===== src/rtl/mdu_pkg.sv =====
// mdu_pkg: shared ALU control codes, operation codes and sequencer state encoding
package mdu_pkg;
    localparam logic [3:0] ALU_AND = 4'b0000;
    localparam logic [3:0] ALU_OR  = 4'b0001;
    localparam logic [3:0] ALU_ADD = 4'b0010;
    localparam logic [3:0] ALU_SUB = 4'b0110;
    localparam logic [3:0] ALU_SLT = 4'b0111;
    localparam logic       OP_MULU = 1'b0;
    localparam logic       OP_DIVU = 1'b1;
    localparam logic [1:0] S_IDLE  = 2'd0;
    localparam logic [1:0] S_RUN   = 2'd1;
    localparam logic [1:0] S_DONE  = 2'd2;
endpackage


===== src/rtl/mdu_seq_alu32.sv =====
// Alu32: combinational 32-bit ALU; ctrl[3] inverts a, ctrl[2] negates b, ctrl[1:0] picks and/or/add/slt
// ports: ctrl (4), a, b (32) in; result (32), zero out
module Alu32 (
    input  logic [3:0]  ctrl,
    input  logic [31:0] a,
    input  logic [31:0] b,
    output logic [31:0] result,
    output logic        zero
);
    logic [31:0] x, y, sum;
    assign x   = ctrl[3] ? ~a : a;
    assign y   = ctrl[2] ? ~b : b;
    assign sum = x + y + {31'b0, ctrl[2]};
    always_comb
        result = ctrl[1:0] == 2'b00 ? (x & y) :
                 ctrl[1:0] == 2'b01 ? (x | y) :
                 ctrl[1:0] == 2'b10 ? sum : {31'b0, sum[31]};
    assign zero = result == 32'b0;
endmodule


===== src/rtl/mdu_seq.sv =====
// mdu_seq: iterative unsigned 32-bit multiply/divide sequencer built around one Alu32
// ports: clk, rst_n (sync, active low), start, op (0 MULU, 1 DIVU), a, b in;
//        busy (state RUN), done (state DONE pulse), hi (product high / remainder), lo (product low / quotient) out
import mdu_pkg::*;
module mdu_seq #(
    parameter int XLEN  = 32,
    parameter int STEPS = 32
) (
    input  logic            clk,
    input  logic            rst_n,
    input  logic            start,
    input  logic            op,
    input  logic [XLEN-1:0] a,
    input  logic [XLEN-1:0] b,
    output logic            busy,
    output logic            done,
    output logic [XLEN-1:0] hi,
    output logic [XLEN-1:0] lo
);
    logic [1:0]      state;
    logic [XLEN-1:0] mc, sh, alu_a, alu_b, s;
    logic [4:0]      cnt;
    logic [3:0]      ctrl;
    logic            opr, x31, y31, cout, ge, zero_unused;
    assign busy  = state == S_RUN;
    assign done  = state == S_DONE;
    assign sh    = {hi[XLEN-2:0], lo[XLEN-1]};
    assign ctrl  = opr == OP_DIVU ? ALU_SUB : ALU_ADD;
    assign alu_a = opr == OP_DIVU ? sh : hi;
    assign alu_b = opr == OP_DIVU || lo[0] ? mc : '0;
    // carry out of the msb rebuilt from the post-inversion operand msbs and the sum msb
    assign x31   = ctrl[3] ^ alu_a[XLEN-1];
    assign y31   = ctrl[2] ^ alu_b[XLEN-1];
    assign cout  = (x31 & y31) | ((x31 | y31) & ~s[XLEN-1]);
    // hi[31] set means the shifted remainder already exceeds 32 bits, so it always fits the divisor
    assign ge    = hi[XLEN-1] | cout;
    Alu32 u_alu (
        .ctrl   (ctrl),
        .a      (alu_a),
        .b      (alu_b),
        .result (s),
        .zero   (zero_unused)
    );
    always_ff @(posedge clk) begin
        if (!rst_n) begin
            state <= S_IDLE;
            hi    <= '0;
            lo    <= '0;
            mc    <= '0;
            cnt   <= '0;
            opr   <= OP_MULU;
        end else if (start && state != S_RUN) begin
            hi    <= '0;
            lo    <= op == OP_DIVU ? a : b;
            mc    <= op == OP_DIVU ? b : a;
            cnt   <= '0;
            opr   <= op;
            state <= S_RUN;
        end else if (state == S_RUN) begin
            hi    <= opr == OP_DIVU ? (ge ? s : sh) : {cout, s[XLEN-1:1]};
            lo    <= opr == OP_DIVU ? {lo[XLEN-2:0], ge} : {s[0], lo[XLEN-1:1]};
            cnt   <= cnt + 5'd1;
            state <= cnt == 5'(STEPS - 1) ? S_DONE : S_RUN;
        end else if (state == S_DONE) begin
            state <= S_IDLE;
        end
    end
endmodule


===== config.mk =====
export PLATFORM = sky130hd
export DESIGN_NAME = mdu_seq
export DESIGN_NICKNAME = d
export VERILOG_FILES = /design/src/rtl/mdu_pkg.sv /design/src/rtl/mdu_seq_alu32.sv /design/src/rtl/mdu_seq.sv
export SDC_FILE = /design/constraint.sdc
export NUM_CORES = 1
export LEC_CHECK = 0
export CAP_MARGIN = 20
export CORE_MARGIN = 3
export CORE_UTILIZATION = 60
export DETAILED_ROUTE_END_ITERATION = 8
export GPL_ROUTABILITY_DRIVEN = 1
export PLACE_DENSITY = 0.85
export SETUP_SLACK_MARGIN = 0.5
export SYNTH_ARGS = -nofsm -noshare
export SYNTH_HDL_FRONTEND = slang
export SYNTH_HIERARCHICAL = 1
export SYNTH_SLANG_ARGS = --single-unit

===== constraint.sdc =====
create_clock -name clk -period 12.6 [get_ports clk]
set_input_delay 2.52 -clock clk [delete_from_list [all_inputs] [get_ports clk]]
set_output_delay 2.52 -clock clk [all_outputs]
set_load 0.1 [all_outputs]

### After elaboration in Yosys (flattened, before gate mapping)

Index checks and enable logic that the tools add are counted.

* register bits after elaboration: 104
* latch bits: 0
* RAM bits: 0
* bits in read-only memories: 0
* output and inout bits: 66
* memories: 0

* add/sub/neg operators: 3
* multiply operators: 0
* div/mod/pow operators: 0
* magnitude comparators: 0
* equal/unequal tests: 6
* shifts and indexed selects: 0
* mux-type cells: 19
* bitwise logic cells: 13
* reductions and logical operators: 7

Operators with widths (count)
* 32-bit 2-to-1 mux: 14
* 32-bit NOT: 2
* 32-bit by 1-bit adder with 32-bit output: 1
* 32-bit adder: 1
* 32-bit AND: 1
* 32-bit OR: 1
* 2-bit 2-to-1 mux: 3
* 5-bit by 1-bit adder with 5-bit output (second input constant): 1
* 5-bit equality test (second input constant): 1
* 2-bit by 1-bit equality test with 1-bit output (second input constant): 2
* 2-bit equality test (second input constant): 2
* 2-bit nonzero test: 2
* 3-bit 2-to-1 mux: 1
* 1-bit OR: 3
* 3-bit nonzero test: 1
* 1-bit AND: 2
* 2-bit zero test: 1
* 2-bit by 1-bit != test with 1-bit output (second input constant): 1
* 1-bit NOT: 2
* 2-bit OR reduction: 1
* 1-bit logical AND: 1
* 1-bit logical OR: 1
* 1-bit 2-to-1 mux: 1
* 1-bit XOR: 1
* 1-bit XOR (first input constant): 1

### Longest topological paths before layout

* word-level depth: 16
* gate-level depth with buffers: 22
* mapped depth without buffers: 17

### Modules after synthesis

The synthesis kept the hierarchy.

By module, submodules not included
* mdu_seq: times used 1, cells each 901, area each 7081.8 µm²
* Alu32: times used 1, cells each 616, area each 4174.0 µm²

### Worst setup path before layout

No wires, ideal clock.

* path type: register to register
* start: reg lo[0]
* end: reg hi[10]
* library setup time: 63 ps
* arrival: 4593 ps
* path slack: 7945 ps
* cell stages (with the launch flop): 19
* path buffers: 2
* clock period less this slack: 4655 ps
* cells stage by stage: dfxtp_1 -> nor2_1 -> clkbuf_1 -> nor2b_1 -> xor2_1 -> ha_1 -> a21o_1 -> a31oi_2 -> a2bb2oi_2 -> a31oi_4 -> nor4_1 -> or3_1 -> nand3_1 -> o21ai_0 -> inv_1 -> o221a_4 -> clkbuf_2 -> or4b_1 -> nand3_1

* cells in the longest elaborated chain, start to end: 15

RTL lines
* start, declared: RTL line mdu_seq.sv:18 `output logic [XLEN-1:0] lo`
* start signal, assigned: RTL line mdu_seq.sv:54 `lo <= op == OP_DIVU ? a : b;`
* start signal, assigned: RTL line mdu_seq.sv:61 `lo <= opr == OP_DIVU ? {lo[XLEN-2:0], ge} : {s[0], lo[XLEN-1:1]};`
* 1-bit logical OR *: RTL line mdu_seq.sv:30 `assign alu_b = opr == OP_DIVU || lo[0] ? mc : '0;`
* 32-bit 2-to-1 mux *: RTL line mdu_seq.sv:30
* net alu_b[8]: RTL line mdu_seq.sv:21 `logic [XLEN-1:0] mc, sh, alu_a, alu_b, s;`
* 32-bit NOT: RTL line mdu_seq_alu32.sv:12 `assign y = ctrl[2] ? ~b : b;`
* 32-bit 2-to-1 mux *: RTL line mdu_seq_alu32.sv:12
* 32-bit adder *: RTL line mdu_seq_alu32.sv:13 `assign sum = x + y + {31'b0, ctrl[2]};`
* 32-bit by 1-bit adder with 32-bit output *: RTL line mdu_seq_alu32.sv:13
* 32-bit 2-to-1 mux *: RTL line mdu_seq_alu32.sv:17 `ctrl[1:0] == 2'b10 ? sum : {31'b0, sum[31]};`
* 32-bit 2-to-1 mux *: RTL line mdu_seq_alu32.sv:16 `ctrl[1:0] == 2'b01 ? (x | y) :`
* 32-bit 2-to-1 mux *: RTL line mdu_seq_alu32.sv:15 `result = ctrl[1:0] == 2'b00 ? (x & y) :`
* net s[31]: RTL line mdu_seq.sv:21
* 1-bit NOT *: RTL line mdu_seq.sv:34 `assign cout = (x31 & y31) | ((x31 | y31) & ~s[XLEN-1]);`
* 1-bit AND *: RTL line mdu_seq.sv:34
* 1-bit OR *: RTL line mdu_seq.sv:34
* 1-bit OR *: RTL line mdu_seq.sv:36 `assign ge = hi[XLEN-1] | cout;`
* 32-bit 2-to-1 mux * (2 in a row): RTL line mdu_seq.sv:60 `hi <= opr == OP_DIVU ? (ge ? s : sh) : {cout, s[XLEN-1:1]};`
* end signal, assigned: RTL line mdu_seq.sv:60
* end, declared: RTL line mdu_seq.sv:17 `output logic [XLEN-1:0] hi,`

Mark *: on every way through the listed nets, which the timed path passes. The rest lies on a longest branch.
A chain may end at the register's enable or synchronous reset.

### Worst setup path in the final report

* start: reg opr
* end: reg hi[14]

RTL lines
* start, declared: RTL line mdu_seq.sv:24 `logic opr, x31, y31, cout, ge, zero_unused;`
* start signal, assigned: RTL line mdu_seq.sv:57 `opr <= op;`
* 32-bit 2-to-1 mux *: RTL line mdu_seq.sv:29 `assign alu_a = opr == OP_DIVU ? sh : hi;`
* net alu_a[4]: RTL line mdu_seq.sv:21
* 32-bit NOT: RTL line mdu_seq_alu32.sv:11 `assign x = ctrl[3] ? ~a : a;`
* 32-bit 2-to-1 mux *: RTL line mdu_seq_alu32.sv:11
* 32-bit adder *: RTL line mdu_seq_alu32.sv:13
* 32-bit by 1-bit adder with 32-bit output *: RTL line mdu_seq_alu32.sv:13
* 32-bit 2-to-1 mux *: RTL line mdu_seq_alu32.sv:17
* 32-bit 2-to-1 mux *: RTL line mdu_seq_alu32.sv:16
* 32-bit 2-to-1 mux *: RTL line mdu_seq_alu32.sv:15
* net s[31]: RTL line mdu_seq.sv:21
* 1-bit NOT *: RTL line mdu_seq.sv:34
* 1-bit AND *: RTL line mdu_seq.sv:34
* 1-bit OR *: RTL line mdu_seq.sv:34
* 1-bit OR *: RTL line mdu_seq.sv:36
* 32-bit 2-to-1 mux * (2 in a row): RTL line mdu_seq.sv:60

Marks and branches as above.

==> metrics.csv <==
stage,metric,value,unit
worst_hold_path,hold_depth,1,
yosys,synth.avg_cell_area,7.42,um^2
clock_tree,clockBufferDepth,2,
sta,fmax,160,MHz
critical_path,worst-r2r-cell-count,18,
floorplan,initial_utilization,62.5,%
global_routing,gr-max-usage-layer,met2,
power,powerDensity,118,nW/um^2
power,swShare,48.0,%
sta,rsz0062_at_grt,false,
drt,routedWlPerCell,16.8,um
drt,drt_first_pass_iters,7,
drt,ant_nets,0,
power,sequentialPowerShare,27.4,%
cells_and_area,ff_latch_area,2090,um^2
global_routing,antenna_found_initial,0,
critical_path,crit_arrival,6550,ps
global_routing,grt_pass1_wl,48900,um
yosys,ys_warn_count,6,
sta,tns,0,ps
clock_tree,clk_pin_slew,80,ps
worst_hold_path,worstHoldEndpoint,mc[23],
sta,hold_viol,0,
floorplan,die_width,142,um
flow_run,cap_violations,0,
sta,finalWorstSetupSlack,6360,ps
power,p_clk_share,19.4,%
clock_tree,cts_setup_buffers,0,
critical_path,critPathCaptureType,register,
cells_and_area,drive_above_1_share,3.48,%
cells_and_area,design_area,12500,um^2
drt,totalWireLength,29400,um
placement,dp_cells,1730,
clock_tree,cts_hold_buf,0,
cells_and_area,n_fill_cell,1458,
sta,finalCritPeriodShare,49.6,%
cells_and_area,multi_input_area,7900,um^2
cells_and_area,diodes,0,
floorplan,core_area,17700,um^2
cells_and_area,nets,1654,
power,internal-power,767,uW
critical_path,r2r_end,hi[14],
floorplan,die-area,20000,um^2
power,peakVddDrop,0.0000864,V
worst_hold_path,min_from,mc[23],
sta,setup_viol,0,
critical_path,rrSetupSlack,6360,ps
global_routing,grt_pass1_vias,10200,
drt,drt-initial-drc-count,927,
placement,placed_area,12200,um^2
drt,vias,10700,
yosys,syn_inst,1486,
clock_tree,cts_root_buf,clkbuf_16,
critical_path,r2r_start,opr,
clock_tree,clkLatencyLatePin,370,ps
run_status,status,"finished, final reports clean",
cells_and_area,layout.cells.non_filler,1747,
clock_tree,clock_sinks,104,
placement,gp_congestion,0.918,
yosys,netlist_area,11000,um^2
global_routing,grt_overflow,0,
global_routing,grtUsageMet1,37.9,%
floorplan,io_pins,134,
placement,preCtsSetupSlack,6520,ps
clock_tree,htree_levels,3,
sta,maxSlewViolCount,0,
global_routing,gr-usage-met2,47.1,%
sta,hold_slack,494,ps
global_routing,grt_max_degree,110,
critical_path,cp_max_fo,98,
cells_and_area,syn_to_final_growth,13.2,%
global_routing,grt_usage,28.8,%
critical_path,cp.required,12900,ps
floorplan,die_y,142,um
power,p_sw,707,uW
power,p_leak,5.79,nW
placement,place_hpwl,20200,um
power,pwr-share-comb,53.2,%
drt,viasPerCell,6.13,
global_routing,grt_use_met3,7.28,%
clock_tree,cts_tree,yes,
critical_path,cp-startpoint,opr,
critical_path,crit_type,register to register,
clock_tree,numCtsBuffers,9,
critical_path,critical_path.startpoint_type,register,
sta,fin_crit,6240,ps
clock_tree,cts-resized-gates,0,
sta,tightest_slew,1110,ps
sta,max_slew_margin,26.3,%
worst_hold_path,hold_class,register to register,
floorplan,num_rows,48,
placement,placement.io_buffers,133,
sta,fin_skew,12.6,ps
drt,drc,0,
==> worst max path at each step <==
stage | to | slack, ps | depth (start not counted)
after CTS | hi[12] | 6510 | 18
after floorplan | hi[10] | 7970 | 18
after global placement | hi[14] | 6690 | 17
after detailed placement | hi[12] | 6520 | 18
final | hi[14] | 6360 | 18
after global routing | hi[12] | 5850 | 18
==> cell type report <==
type,count,area share [%]
clock buffers,11,1.94
well taps,225,2.25
repair buffers,139,11.1
clock inverters,5,0.311
multi-input cells,1115,63.3
inverters,148,4.45
flip-flops and latches,104,16.7
==> sequential cells by signal, summed over array words and instances, names as in the netlist <==
name,flops
cnt,5
hi,32
mc,32
state,2
opr,1
lo,32
==> metal layers <==
metal | up-vias | part of all wire [%] | wire length (um)
met1 | 4998 | 45 | 13100
met5 | - | 0 | 0
met2 | 416 | 45 | 13200
met3 | 39 | 8.5 | 2510
met4 | 0 | 1.8 | 542
li1 | 5252 | - | -
==> metrics by stage <==
| stage | util [%] | power [mW] |
|---|---|---|
| 2_1_floorplan | - | 1.01 |
| 4_1_cts | 70.6 | 1.46 |
| 5_1_grt | 70.7 | 1.56 |
| 3_3_place_gp | 69.0 | 1.16 |
| 6_report | 70.7 | 1.47 |
| 3_5_place_dp | 69.0 | 1.17 |
==> worst max-delay path: stages, from the launching register on <==
cell and delay, ps:
dfxtp_4 720, buf_4 610, buf_4 820, nand2_1 160, o21ai_0 130, xor2_1 220
ha_1 320, a21o_1 240, a31oi_1 260, or2_0 410, a21boi_2 160, nor4_1 270
or3_1 170, nand3_1 70, o21ai_0 220, inv_1 170, o221a_4 480, or4b_1 550
nand3_1 100
==> placed cells by master, fill, tap and decap left out, types with 9 or more instances in the layout <==
cell,instances
nand4_1,12
o21a_1,38
clkbuf_16,9
nand2_1,165
a21o_1,13
nor2b_1,71
mux2i_1,109
a21oi_1,71
dfxtp_1,102
o2111ai_1,35
or4b_1,30
ha_1,67
o211ai_1,13
o211a_1,65
nand3_1,39
o21ai_0,103
xor2_1,70
a211oi_1,11
nor3_1,11
inv_1,148
clkdlybuf4s50_1,130
nor2_1,70
==> power groups by stage <==
| stage | registers [mW] | clock network [mW] | logic, mW |
|---|---|---|---|
| final | 0.404 | 0.286 | 0.785 |
| after global routing | 0.409 | 0.300 | 0.854 |
| after CTS | 0.403 | 0.287 | 0.770 |
| after detailed placement | 0.410 | 0 | 0.765 |
| after global placement | 0.409 | 0 | 0.749 |
| after floorplan | 0.558 | 0 | 0.453 |
(Power assumes the default switching activity.)
==> patch 1, RTL diff (same settings) <==
Set the parameter `STEPS` to 24 (it was 32).
--- a/src/rtl/mdu_seq.sv
+++ b/src/rtl/mdu_seq.sv
@@ -5,5 +5,5 @@
 module mdu_seq #(
     parameter int XLEN  = 32,
-    parameter int STEPS = 32
+    parameter int STEPS = 24
 ) (
     input  logic            clk,
Formal check against the unedited RTL: same outputs for any inputs over 4 cycles, from zero or initial values and one cycle with rst_n low; that may be too few to reach the edited logic, so the function may still have changed.
==> patch 1 against the unedited design <==
Wire length shrank 2.3%; sequential cell count is the same; cell count shrank 1.5%; final area down 0.64%; synthesized cell count shrank 2.1%; non-clock buffer count is 1 higher; clock skew is 0.0018 ns higher; critical path depth unchanged; worst setup slack better by 0.0055 ns; utilization fell by 0.21 points; area after synthesis shrank 0.70%; power is 1.0% lower; largest cell class unchanged.
==> patch 1: results (changes against the unedited design) <==
The detailed placement HPWL came out at 20.0 mm (-0.85%). The number of cells on the worst reg-to-reg path is 18 (unchanged). The worst-path cell with the longest stage delay is sky130_fd_sc_hd__buf_4. The highest cell delay on the worst timing path was 0.75 ns (-0.07 ns). The actual slew at the worst max-slew pin works out to 1.09 ns (-0.0110 ns).

The global placement routability congestion was 0.958 (+4.4%); the clock transition at the register clock pins on the worst setup and hold paths after CTS was 0.08 ns (about the same). The number of vias per cell was 6.12 (about the same). In the final layout, the registers with the most flip-flops are hi: 32 flops, lo: 32 flops, mc: 32 flops. In this run the worst hold path is classified as flip-flop to flip-flop. Family of cells with the greatest summed delay on the critical path: simple AND/OR/NAND/NOR gates.

The number of gates resized after cts was 0 (unchanged); the via count of the routed design was 10,500 (-1.6%). For the overall routing resource usage, the log shows 0.282 (-0.00670). The origin of the worst min-delay path was mc[18].

The run gives 97 (-12%) as the pin count of the biggest net entering global routing. The total placed cells including tap cells came out at 1,705 (-1.4%). The number of diodes was 0 (unchanged); the number of global-route vias before repair was 9,812 (-3.7%). The root buffer cell chosen for the clock tree is sky130_fd_sc_hd__clkbuf_16. The layout net count is 1,627 (-1.6%).

For the leakage power total, the log shows 5.71 nW (-1.5%). The total clock buffers created by CTS came out at 9 (unchanged). The fill cell total of the finished layout was 1,425 (-2.3%). The highest fanout seen on the critical path was 88 (-10%); the maximum ir drop on the vdd rail was 0.0761 mV (-12%). The first-pass GRT wire length was 47.5 mm (-2.8%); the average wire per cell in the routed design was 16.7 um (-0.83%). The logs give 5 (-2) for the total iterations of the first detailed-routing run and 852 (-8.1%) for the count of routing violations after the opening detailed-route iteration. For the data arrival time of the critical path, the log shows 6.53 ns (-0.02 ns). The setup clock skew after layout is 0.0144 ns (+0.00180 ns), and the initial antenna violation count is 0 (unchanged). The flow ran to the end, and the final reports show no timing, DRC or antenna violations. The number of port buffers was 133 (unchanged); the count of cells along the worst hold path was 1 (unchanged).

Post-CTS setup buffer count: 0 (unchanged). Count of H-tree levels built during CTS: 3 (unchanged). For the clock tree buffer depth, the log shows 2 (unchanged).

The share of cells above drive strength 1 was 0.0368 (+0.00194); the number of synthesis warnings was 6 (unchanged). The critical path starts at opr. The mean instance size in the synthesized netlist is 7.53 sq um (+1.4%). The later pin in the worst-skew pair is clocked with a latency of 0.36 ns.
## patch 1: cell count changes in the layout (fill, tap and decap cells not counted), sizes merged, moves of 2 or more
cell / unedited run / this run
nand2b: 6 / 33
xnor2: 8 / 10
inv: 150 / 128
o21a: 38 / 10
nor3b: 5 / 0
a21boi: 3 / 31
o211ai: 13 / 11
nand2: 166 / 139
clkinv: 2 / 4
clkbuf: 11 / 9
nor2b: 72 / 67
nor2: 71 / 75
## patch 1: power breakdown
| part | internal, mW | switching (mW) |
|---|---|---|
| sequential | 0.362 | 0.0383 |
| clock | 0.139 | 0.153 |
| combinational | 0.258 | 0.508 |
| total | 0.760 | 0.699 |
## patch 1: routing by layer
metal,global-route usage,wire length [um],up-vias
met5,0,0,-
met4,0.0597,357,0
met3,0.0658,2320,42
met2,0.465,13000,368
met1,0.376,13000,4920
li1,-,-,5206
## patch 1: area by class of cell
cell class | instances | share of cell area
inverters | 125 | 0.0378
repair buffers | 140 | 0.111
flip-flops and latches | 104 | 0.168
well taps | 225 | 0.0227
clock buffers | 9 | 0.0181
multi-input cells | 1111 | 0.637
clock inverters | 7 | 0.00524
## patch 1: worst paths after layout
path                            endpoint  slack (ns)
worst max-delay path              hi[19]        6.36
worst min-delay path              mc[18]        0.50
worst max register to register    hi[19]        6.36
worst min register to register    mc[18]        0.50
## patch 1: per-stage QoR
stage / area (sq um) / setup WS [ns]
after global routing: 12400 / 5.80
after floorplan: 11000 / 7.95
after CTS: 12400 / 6.51
final: 12400 / 6.36
after detailed placement: 12100 / 6.54
after global placement: 12100 / 6.77
==> patch 2, RTL diff (same flow settings) <==
Made on the original files. Register the outputs `busy` and `done`, without a reset; this adds one clock of latency there. The other outputs are not delayed to match.
--- a/src/rtl/mdu_seq.sv
+++ b/src/rtl/mdu_seq.sv
@@ -23,6 +23,8 @@
     logic [3:0]      ctrl;
     logic            opr, x31, y31, cout, ge, zero_unused;
-    assign busy  = state == S_RUN;
-    assign done  = state == S_DONE;
+    always_ff @(posedge clk) begin
+        busy <= state == S_RUN;
+        done <= state == S_DONE;
+    end
     assign sh    = {hi[XLEN-2:0], lo[XLEN-1]};
     assign ctrl  = opr == OP_DIVU ? ALU_SUB : ALU_ADD;
Formal check against the unedited RTL: not equivalent (a bounded check fails within 4 cycles, from zero or initial values and one cycle with rst_n low).
==> patch 2 against the unedited design <==
Final area fell by 1.6%; largest power group unchanged; worst setup slack improved by 0.65 ns; power fell by 0.73%; sequential cell count rose by 2; highest routed layer unchanged; via count fell by 3.0%; area after synthesis fell by 2.2%; wire length fell by 5.7%; cell count fell by 1.2%.
==> patch 2: results (changes against the unedited design) <==
Internal reg-to-reg setup slack: 7.01 ns (+0.65 ns). The number of global-route vias before repair came out at 9,305 (-8.7%). The total iterations of the first detailed-routing run was 6 (-1).

The number of cells on the worst reg-to-reg path works out to 15 (-3). The global placement routability congestion came out at 0.912 (-0.62%). The highest fanout seen on the critical path was 103 (+5.1%); the post-place setup slack was 7.14 ns (+0.625 ns). The initial antenna violation count came out at 0 (unchanged).

The pin count of the biggest net entering global routing was 105 (-4.5%); the leakage power total was 5.77 nW (-0.48%). The first-pass GRT wire length came out at 46.4 mm (-5.2%). For the data arrival time of the critical path, the log shows 5.89 ns (-0.66 ns). Fill cell total of the finished layout: 1,416 (-2.9%). The endpoint identified for the worst register-to-register timing path is hi[18]. The flow ran to the end, and the final reports show no timing, DRC or antenna violations. The share of cells above drive strength 1 was 0.0313 (-0.00351); the relative slew slack was 0.245 (-0.0186). The run gives 840 (-9.4%) as the count of routing violations after the opening detailed-route iteration. The overall routing resource usage was 0.276 (-0.0126); the wire length after detailed routing was 27.7 mm (-5.7%). The number of vias per cell was 6.01 (-1.9%). The layout net count is 1,633 (-1.3%), and the via count of the routed design is 10,400 (-3.0%). For hold timing, the worst endpoint is mc[16]. The tools report the maximum ir drop on the vdd rail as 0.0947 mV (+9.6%). The run gives 9 (unchanged) as the total clock buffers created by CTS. CTS placed an instance of sky130_fd_sc_hd__clkbuf_16 at the clock tree root. The setup clock skew after layout was 0.0127 ns (+0.0000803 ns).

The tools report the gate count after technology mapping as 1,461 (-1.7%). The detailed placement HPWL came out at 19.1 mm (-5.3%). The total placed cells including tap cells is 1,708 (-1.3%).
## patch 2: area by class of cell
cell class                 count  area share
multi-input combinational   1102       0.625
clock buffer                  10      0.0186
clock inverter                 6     0.00387
sequential                   106       0.173
timing repair buffer         140       0.115
tap                          225      0.0229
inverter                     137      0.0419
## patch 2: per-layer routing
| layer | track usage | routed length, um | up-vias |
|---|---|---|---|
| li1 | - | - | 5152 |
| met1 | 0.395 | 13100 | 4849 |
| met2 | 0.430 | 12200 | 349 |
| met3 | 0.0481 | 1900 | 29 |
| met4 | 0.0714 | 401 | 0 |
| met5 | 0 | 0 | - |
## patch 2: critical path: cells and delay by family, from the launching register on
kind	cells	cell delay, ns
compound gates	5	1.61
flops	1	0.68
xor+xnor	1	0.21
fa+ha+maj	1	0.42
buf+inv	2	0.91
simple gates	6	1.53
## patch 2: stage by stage
stage                     utilization  hold slack [ns]
final                           0.703            0.492
after detailed placement        0.684            0.478
after CTS                       0.700            0.495
after global placement          0.684            0.472
after global routing            0.703            0.518
after floorplan                     -            0.464
## patch 2: worst max path at each step
stage	start	end	slack, ns	depth (start not counted)
3_3_place_gp	opr	hi[15]	7.30	15
3_5_place_dp	opr	hi[16]	7.14	15
5_1_grt	opr	hi[16]	6.62	15
2_1_floorplan	lo[0]	hi[10]	7.90	18
6_report	opr	hi[18]	7.01	15
4_1_cts	opr	hi[14]	7.14	15
## patch 2: report_power, final
part / internal, mW / leakage [nW] / switching [mW]
sequential: 0.369 / 0.878 / 0.0377
clock: 0.138 / 0.136 / 0.151
combinational: 0.259 / 4.75 / 0.509
